$ cat src/rtl/interval_timer.sv
// Interval timer: prescaled base tick plus a loadable down-counter
// with one-shot/periodic modes, pause and abort.
module interval_timer #(
  parameter int TICK_COUNT = 27_000_000,
  parameter int PRESC_W    = 25,
  parameter int CNT_W      = 8
) (
  input  logic             clk,
  input  logic             devider_reset,
  input  logic             sync_clear,
  input  logic             abort,
  input  logic             load,
  input  logic [CNT_W-1:0] duration,
  input  logic             periodic,
  input  logic             pause,
  output logic             tick,
  output logic             expired,
  output logic [CNT_W-1:0] remaining,
  output logic             busy
);

  typedef enum logic [1:0] {
    IDLE,
    RUN,
    HOLD
  } state_t;

  localparam logic [PRESC_W-1:0] LAST = PRESC_W'(TICK_COUNT - 1);

  state_t             state;
  logic [PRESC_W-1:0] presc;
  logic [CNT_W-1:0]   dur_q;
  logic               per_q;
  logic               wrap;
  logic [PRESC_W-1:0] presc_inc;

  assign wrap      = (presc == LAST);
  assign presc_inc = wrap ? '0 : presc + PRESC_W'(1);

  // Prescaler, interval FSM and registered outputs, one edge priority chain
  always_ff @(posedge clk or posedge devider_reset) begin
    if (devider_reset) begin
      state     <= IDLE;
      presc     <= '0;
      dur_q     <= '0;
      per_q     <= 1'b0;
      tick      <= 1'b0;
      expired   <= 1'b0;
      remaining <= '0;
      busy      <= 1'b0;
    end else begin
      tick    <= 1'b0;
      expired <= 1'b0;
      if (abort) begin
        // Cancel silently; the prescaler keeps free-running.
        state     <= IDLE;
        remaining <= '0;
        busy      <= 1'b0;
        presc     <= presc_inc;
        tick      <= wrap;
      end else if (load) begin
        presc <= '0;
        dur_q <= duration;
        per_q <= periodic;
        if (duration == '0) begin
          state     <= IDLE;
          remaining <= '0;
          busy      <= 1'b0;
          expired   <= 1'b1;
        end else begin
          state     <= pause ? HOLD : RUN;
          remaining <= duration;
          busy      <= 1'b1;
        end
      end else if (sync_clear) begin
        presc <= '0;
      end else if (pause && state != IDLE) begin
        // Hold: prescaler and count frozen, no tick.
        state <= HOLD;
      end else begin
        presc <= presc_inc;
        tick  <= wrap;
        if (state != IDLE) begin
          state <= RUN;
          if (wrap) begin
            if (remaining > CNT_W'(1)) begin
              remaining <= remaining - CNT_W'(1);
            end else begin
              expired <= 1'b1;
              if (per_q) begin
                remaining <= dur_q;
              end else begin
                remaining <= '0;
                state     <= IDLE;
                busy      <= 1'b0;
              end
            end
          end
        end
      end
    end
  end

endmodule

$ cat config.mk
export PLATFORM = sky130hd
export DESIGN_NAME = interval_timer
export DESIGN_NICKNAME = d
export VERILOG_FILES = /design/src/rtl/interval_timer.sv
export SDC_FILE = /design/constraint.sdc
export NUM_CORES = 1
export LEC_CHECK = 0
export CAP_MARGIN = 20
export CELL_PAD_IN_SITES_DETAIL_PLACEMENT = 1
export CELL_PAD_IN_SITES_GLOBAL_PLACEMENT = 1
export CORE_ASPECT_RATIO = 0.9
export CORE_MARGIN = 4
export CORE_UTILIZATION = 39
export DETAILED_ROUTE_END_ITERATION = 6
export PLACE_DENSITY_LB_ADDON = 0.1
export REMOVE_ABC_BUFFERS = 1
export SKIP_CTS_REPAIR_TIMING = 1
export SYNTH_ARGS = -nofsm -noshare
export SYNTH_HDL_FRONTEND = slang
export SYNTH_SLANG_ARGS = --single-unit
$ cat constraint.sdc
create_clock -name clk -period 2.1 [get_ports clk]
set_clock_uncertainty 0.05 [all_clocks]
set_input_delay 0.42 -clock clk [delete_from_list [all_inputs] [get_ports clk]]
set_output_delay 0.42 -clock clk [all_outputs]
set_load 0.01 [all_outputs]
==> run summary <==
Placed Area: 0.00335 mm2
Leak: 0.00163 uW
CP startpoint: remaining[5]
Final min period: 2.24 ns
post-DP HPWL: 5630 um
worst setup margin: -0.137 ns
design area: 0.00382 mm2
Die Ht: 85.7 um
worst reg2reg path depth: 6
WL/cell: 17.7 um
vias in the first global route: 2,515
via count: 2,372
clock sinks: 47
Worst path max stage delay: 0.57 ns
register-to-register setup slack: -0.14 ns
switching power: 711 uW
r2r endpoint: remaining[2]
internal power: 1710 uW
synthesized netlist cell count: 281
failing checks: setup timing
Post-Route WL: 7990 um
CTS buffer count: 5
# nets final: 378
Setup Viol. Count Final: 14
worst-path cell chain: or4_4 -> or3_4 -> buf_12 -> mux2i_1 -> o21ai_2 -> mux2_4
crit path kind: reg -> reg
gpl congestion: 0.764
Core Area: 0.00655 mm2
sequential share of power: 42.8%
Post-synth EDFFs: 0
Die X: 94.3 um
clk slew on worst S/H paths: 0.09 ns
Top Ports: 26
Async S/R FF share, synth: 100%
Diodes inserted: 0
Die Area: 0.00808 mm2
Vias/cell: 5.26
Slew Viols, Final: 0
Syn Std Cell Area: 0.00261 mm2
later-pin clock latency in the skew report: 0.31 ns
post-synthesis register bit count: 47
Worst setup EP type: register
layout cells sized above 1: 32.7%
Tcrit/Tclk final: 107%
initial core utilization: 39.9%
port buffer count: 25
Net Sw Frac: 29.3%
Root Buffer: clkbuf_8
Synth Warn #: 0
TritonRoute pass-1 iters: 4
H-Tree Depth: 2
Clock Tree Buf Depth: 2
Gate power share: 27.8%
slew at the pin closest to its max-slew limit: 0.464 ns
Max-Cap Viols: 0
number of library cell types mapped by synthesis: 51
row count: 28
# DRC: 0
first-pass GRT wire length: 12,700 um
Max IR drop VDD: 336 uV
Worst Setup Start Kind: register
Final Util: 58.4%
post-route ant nets: 0
RSZ-0062 raised after global routing: true
Total Routing Usage GR: 20.1%
DRT iter0 DRCs: 86
outcome: complete, but fails checks
GR Overflow Total: 0
Crit Reg-Reg Startpoint: remaining[5]
Layout area overhead: 46.3%
Mapped Avg Cell Area: 9.30 um2
CTS tree: done
largest net degree at the start of global routing: 20
antenna violations before repair: 0
Required @ worst endpoint: 2.25 ns
PD cells: 634 mW/mm2
Main synth FF type: dfrtp_1
crit path max-delay cell type: or4_4
fill count: 779
clock share of power: 29.4%
slew margin rel.: 69.0%
Fin. Hold Viols: 0
FMAX: 447 MHz
HP Class: in -> async
Seq/Total Area, Yosys: 45.0%
Worst EP arrival: 2.39 ns
Critical Path Fanout Max: 6
total power: 2420 uW
Setup WS pre-CTS: -0.315 ns
[per-stage QoR]
stage,hold WS (ns),instances,setup TNS (ns)
floorplan,0.389,273,-2.62
global placement,0.410,436,-7.08
detailed placement,0.411,436,-8.54
CTS,0.392,444,-3.95
global route,0.407,451,-2.81
finish,0.385,451,-0.836
[cell type report]
type	count	area [um2]	share of cell area, %
clock buffer	6	82.6	2.16
clock inverter	2	35.0	0.916
inverter	9	33.8	0.884
multi-input combinational	217	1600	42.0
sequential	47	1180	30.8
tap	90	113	2.95
timing repair buffer	80	779	20.4
[worst max-delay path, delay by kind of cell (launching register included)]
family	cells	cell delay (ns)
compound gates	1	0.09
mux	2	0.46
simple gates	2	0.99
flops	1	0.40
buf+inv	1	0.16
[Yosys cell counts (2+ instances only)]
master / n / share of area [%]
o21bai_1: 3 / 0.86
mux2_2: 5 / 2.2
nor2b_1: 2 / 0.48
clkbuf_1: 4 / 0.57
o31ai_1: 2 / 0.57
nand4_1: 10 / 2.4
nor3_1: 8 / 1.5
nor2_1: 40 / 5.7
and2_1: 4 / 0.96
dfrtp_1: 47 / 45
o21ai_0: 11 / 2.1
a211o_2: 2 / 0.77
nand2_1: 35 / 5.0
a21oi_1: 5 / 0.96
mux2i_1: 4 / 1.5
nor3b_1: 4 / 1.1
or2_2: 2 / 0.48
nor4_1: 6 / 1.4
a2bb2oi_1: 2 / 0.67
nand3b_1: 3 / 0.86
xnor2_1: 13 / 4.4
buf_2: 2 / 0.38
xor2_1: 14 / 4.7
nand3_1: 9 / 1.7
and3_1: 4 / 0.96
a2111oi_0: 2 / 0.67
nand2b_1: 2 / 0.48
a31oi_1: 2 / 0.48
inv_1: 9 / 1.3
ha_1: 3 / 1.4
a22oi_1: 2 / 0.57
[flip-flops by register name, summed over array words and instances (netlist names)]
register	cells
remaining	8
busy	1
dur_q	8
expired	1
tick	1
presc	25
per_q	1
state	2
[cells by family after synthesis]
logic type | after synthesis | share of synthesized area [%]
and+or+nand+nor | 139 | 27.2
DFF | 47 | 45.0
AOI/OAI and AO/OA | 39 | 10.7
xor gates and xnor gates | 27 | 9.05
buffers and inverters | 17 | 2.87
muxes | 9 | 3.69
adders and majority gates | 3 | 1.44
[how the worst max path moves through the flow]
stage	depth (start not counted)	slack (ns)	endpoint
6_report	6	-0.14	remaining[2]
2_1_floorplan	5	-0.16	presc[15]
4_1_cts	5	-0.27	remaining[1]
3_5_place_dp	6	-0.31	presc[8]
3_3_place_gp	6	-0.25	presc[13]
5_1_grt	6	-0.23	remaining[2]
[power by group through the flow]
stage / sequential (uW) / combinational, uW / clock, uW
4_1_cts: 1030 / 574 / 725
2_1_floorplan: 1060 / 269 / 0
3_3_place_gp: 1050 / 553 / 0
5_1_grt: 1050 / 741 / 768
3_5_place_dp: 1050 / 571 / 0
6_report: 1040 / 674 / 712
[cell usage in the layout, fill, tap and decap left out, types with 3 or more instances in the layout]
cell type / n
dfrtp_1: 47
buf_4: 43
nand2_1: 35
clkdlybuf4s50_1: 25
nor2_1: 19
xnor2_1: 13
xor2_1: 13
nor2_4: 12
nand4_1: 10
nand3_1: 9
nor2_2: 9
nor3_1: 8
inv_1: 8
o21ai_0: 7
nor4_1: 6
clkbuf_8: 6
a21oi_1: 5
buf_6: 5
buf_12: 5
mux2_4: 4
nor3b_1: 4
and2_1: 3
nand3b_1: 3
o21bai_1: 3
and3_1: 3
mux2i_1: 3
ha_1: 3
[routing by layer]
metal	wire length [um]	up-vias	global-route usage, %	share of wire, %
met1	3850	1192	29.1	48
met3	182	7	3.07	2.3
met2	3860	21	31.1	48
met4	98	0	5.91	1.2
li1	-	1152	-	-
met5	0	-	0	0
No activity file was read; power rests on OpenSTA's default activity.
